`src/rtl/reg_dump.sv`:
```
// ============================================================================
// Module      : reg_dump
// Description : Streams a range of register-file words out as bytes over a
//               valid/ready handshake, one debug read per word.
// Revision    : 1.0 - initial release
// ============================================================================
`default_nettype none

module reg_dump #(
    parameter int MSB_FIRST = 1
) (
    input  logic        clk,
    input  logic        rst_n,
    input  logic        start,
    input  logic        abort,
    input  logic [4:0]  first_addr,
    input  logic [4:0]  last_addr,
    output logic [4:0]  testaddr,
    input  logic [31:0] testreg,
    output logic [7:0]  byte_data,
    output logic        byte_valid,
    input  logic        byte_ready,
    output logic        busy,
    output logic        done
);

    localparam logic [1:0] ST_IDLE = 2'd0;
    localparam logic [1:0] ST_LOAD = 2'd1;
    localparam logic [1:0] ST_SEND = 2'd2;
    localparam logic [1:0] ST_DONE = 2'd3;

    logic [1:0]  state;
    logic [1:0]  state_next;
    logic [4:0]  last;
    logic [31:0] word;
    logic [1:0]  idx;
    logic [1:0]  sel;
    logic        xfer;
    logic        last_byte;

    assign xfer      = (state == ST_SEND) && byte_ready;
    assign last_byte = (idx == 2'd3);

    always_ff @(posedge clk) begin
        if (!rst_n) begin
            state <= ST_IDLE;
        end else begin
            state <= state_next;
        end
    end

    // abort wins over everything, including a simultaneous start in IDLE
    always_comb begin
        state_next = state;
        if (abort) begin
            state_next = ST_IDLE;
        end else begin
            case (state)
                ST_IDLE: if (start) state_next = ST_LOAD;
                ST_LOAD: state_next = ST_SEND;
                ST_SEND: begin
                    if (xfer && last_byte) begin
                        state_next = (testaddr == last) ? ST_DONE : ST_LOAD;
                    end
                end
                ST_DONE: state_next = ST_IDLE;
                default: state_next = ST_IDLE;
            endcase
        end
    end

    always_ff @(posedge clk) begin
        if (!rst_n) begin
            testaddr <= 5'd0;
            last     <= 5'd0;
            word     <= 32'd0;
            idx      <= 2'd0;
        end else if (!abort) begin
            case (state)
                ST_IDLE: begin
                    if (start) begin
                        last     <= last_addr;
                        testaddr <= first_addr;
                    end
                end
                ST_LOAD: begin
                    word <= testreg;
                    idx  <= 2'd0;
                end
                ST_SEND: begin
                    if (xfer) begin
                        if (!last_byte) begin
                            idx <= idx + 2'd1;
                        end else if (testaddr != last) begin
                            testaddr <= testaddr + 5'd1;
                        end
                    end
                end
                default: ;
            endcase
        end
    end

    assign sel = (MSB_FIRST != 0) ? (2'd3 - idx) : idx;

    always_comb begin
        byte_data  = 8'h00;
        byte_valid = 1'b0;
        busy       = (state != ST_IDLE);
        done       = (state == ST_DONE);
        if (state == ST_SEND) begin
            byte_valid = 1'b1;
            case (sel)
                2'd0:    byte_data = word[7:0];
                2'd1:    byte_data = word[15:8];
                2'd2:    byte_data = word[23:16];
                default: byte_data = word[31:24];
            endcase
        end
    end

endmodule

`default_nettype wire

```
`config.mk`:
```
export PLATFORM = sky130hd
export DESIGN_NAME = reg_dump
export DESIGN_NICKNAME = d
export VERILOG_FILES = /design/src/rtl/reg_dump.sv
export SDC_FILE = /design/constraint.sdc
export NUM_CORES = 1
export LEC_CHECK = 0
export CORE_UTILIZATION = 42
export CTS_CLUSTER_DIAMETER = 100
export DETAILED_ROUTE_END_ITERATION = 6
export PLACE_DENSITY = 0.75
export SKIP_CTS_REPAIR_TIMING = 1
export SYNTH_ARGS = -nofsm -noshare
export SYNTH_HDL_FRONTEND = slang
export SYNTH_SLANG_ARGS = --single-unit
```
`constraint.sdc`:
```
create_clock -name clk -period 1.7 [get_ports clk]
set_input_delay 0.51 -clock clk [delete_from_list [all_inputs] [get_ports clk]]
set_output_delay 0.51 -clock clk [all_outputs]
set_load 0.02 [all_outputs]
```
==> out/metrics.yaml <==
initial_core_util: 0.4447
ys_ff_latch: 46
cts.sinks: 46
maxSlewHeadroom: 0.7718
syn_avg_cell_area_um2: 7.656
p_per_area_nw_per_um2: 669.4
crit_fanout: 8
numCtsBuffers: 5
cp-end-kind: "primary output"
status: "finished, violations left"
globalplace.congestion: 0.7929
fp.dieW_um: 73.19
clock-skew-final_ns: 0.007844
setup_violations: 8
drtIter0Drc: 185
antenna_found_initial: 0
ys_warn_count: 0
slew_violations: 0
n_antenna_cell: 0
dr.pass1.iters: 5
path_class: "reg2out"
grt_pass1_vias: 1988
routed_wl_mm: 5.726
layout_commonest_cell: "nand2_1"
synth_flop_cell: "dfxtp_1"
drive_above_1_share: 0.2107
worst_ep_required_time_ns: 1.19
htreeDepth: 2
vias: 2143
worst-endpoint-arrival_ns: 1.69
maxCapViolations: 0
synth_nets: 330
rows: 25
syn-cell-area_um2: 2128
boundaryPins: 63
final_core_util: 0.6719
clk_path_buf_depth: 2
io_buffers: 62
vias_per_cell: 5.066
drcViolationCount: 0
dp_hpwl_mm: 4.073
ir_drop_uv: 527.0
clkTransAtPathRegs_ns: 0.09
overflow: 0
fill_cells: 394
timing.hold.ws_ns: 0.4629
layout_common_cells: "nand2_1, clkdlybuf4s50_1, dfxtp_1"
nets: 407
hold_class: "reg2reg"
grt_usage: 0.2191
wl_per_cell_um: 13.54
async_flop_share: 0
synth_edf_count: 0
coreArea_um2: 4786
min_period_over_period: 1.294
die-height_um: 73.19
area_delta_synth_final_pct: 51.09
cts-root-buf: "clkbuf_8"
rsz0062_at_grt: "yes"
startpoint_type: "flip-flop"
grt_pass1_wl_mm: 8.976
worst_slack_ns: -0.4997
p_leak_nw: 1.295
violations: "negative setup slack"
max_freq_mhz: 454.6
hold_viol_final: 0
tightest_slew_ns: 0.3424
cts_tree: "built"
grt_max_degree: 35
syn_inst: 278
yosys.cell_types.count: 32
dieArea_um2: 5356
yosysSeqAreaShare: 0.4327
drtAntennaViolNets: 0
clock_latency_ns: 0.31
fin_crit_ns: 2.200
==> kinds of logic after synthesis <==
kind of cell | count (synthesis) | share of synthesized area
buffers and inverters | 24 | 0.04644
flip-flops | 46 | 0.4327
multiplexers | 6 | 0.02822
XOR/XNOR | 5 | 0.02058
AO/OA/AOI/OAI | 64 | 0.1834
AND/OR/NAND/NOR | 128 | 0.2593
adder cells (fa/ha/maj) | 5 | 0.02939
==> metal layers <==
layer / vias to the layer above / global-route usage / wire [um]
met1: 987 / 0.2953 / 2607
met3: 7 / 0.02901 / 310
met5: - / 0 / 0
met2: 66 / 0.3611 / 2724
li1: 1083 / - / -
met4: 0 / 0.07190 / 84
==> metrics by stage <==
stage | instances | TNS (ns) | setup slack (ns) | instance area (um2) | power, mW
after floorplan | 278 | -0.2528 | -0.04741 | 2188 | 1.280
after global placement | 412 | -9.515 | -0.5477 | 3013 | 1.464
after detailed placement | 412 | -10.49 | -0.6118 | 3013 | 1.468
after CTS | 420 | -9.225 | -0.9602 | 3105 | 2.155
after global routing | 423 | -4.390 | -0.5883 | 3216 | 2.230
final | 423 | -3.645 | -0.4997 | 3216 | 2.152
==> critical path, stage by stage, from the launching register on <==
cell      delay (ns)
dfxtp_4         0.38
inv_2           0.06
ha_4            0.18
a222oi_1        0.35
nor2_1          0.10
a21oi_2         0.12
nor2_2          0.05
buf_6           0.12
==> power breakdown <==
part,internal [mW],switching (mW)
clock network,0.295,0.412
logic,0.188,0.134
registers,1.10,0.0204
total,1.59,0.566
==> area by class of cell <==
type                            count  area, um2  share of cell area
Tap cell                           67      83.83             0.02607
Timing Repair Buffer               89      885.9              0.2755
Clock inverter                      3      23.77            0.007393
Inverter                            5      18.77            0.005837
Clock buffer                        5      68.82             0.02140
Multi-Input combinational cell    208       1205              0.3747
Sequential cell                    46      929.6              0.2891
==> cells in the mapped netlist, types with 2 or more instances <==
master    count  area [um2]
and2_1        2       12.51
ha_1          5       62.56
nor2_1       28       105.1
nand2_1      77       289.0
or3_1         3       18.77
dfxtp_1      46       920.9
mux2i_1       6       60.06
nand3_1       5       25.02
inv_1         4       15.01
a21o_1        3       22.52
nand2b_1      4       25.02
clkbuf_1     14       52.55
or2_1         2       12.51
a21oi_1      47       235.2
buf_2         4       20.02
a222oi_1      8       80.08
xor2_1        5       43.79
==> state kept, by name (all words and copies together) (netlist names) <==
name and flops:
state 2, last 5, word 32, idx 2, testaddr 5
==> worst paths after layout <==
check | depth (start not counted) | to | slack (ns) | startpoint
setup / recovery | 7 | byte_data[1] | -0.50 | idx[1]
hold / removal | 2 | word[10] | 0.46 | word[10]
setup reg to reg | 7 | testaddr[3] | 0.07 | idx[0]
hold reg to reg | 2 | word[10] | 0.46 | word[10]
Power figures use the tool's default switching activity.
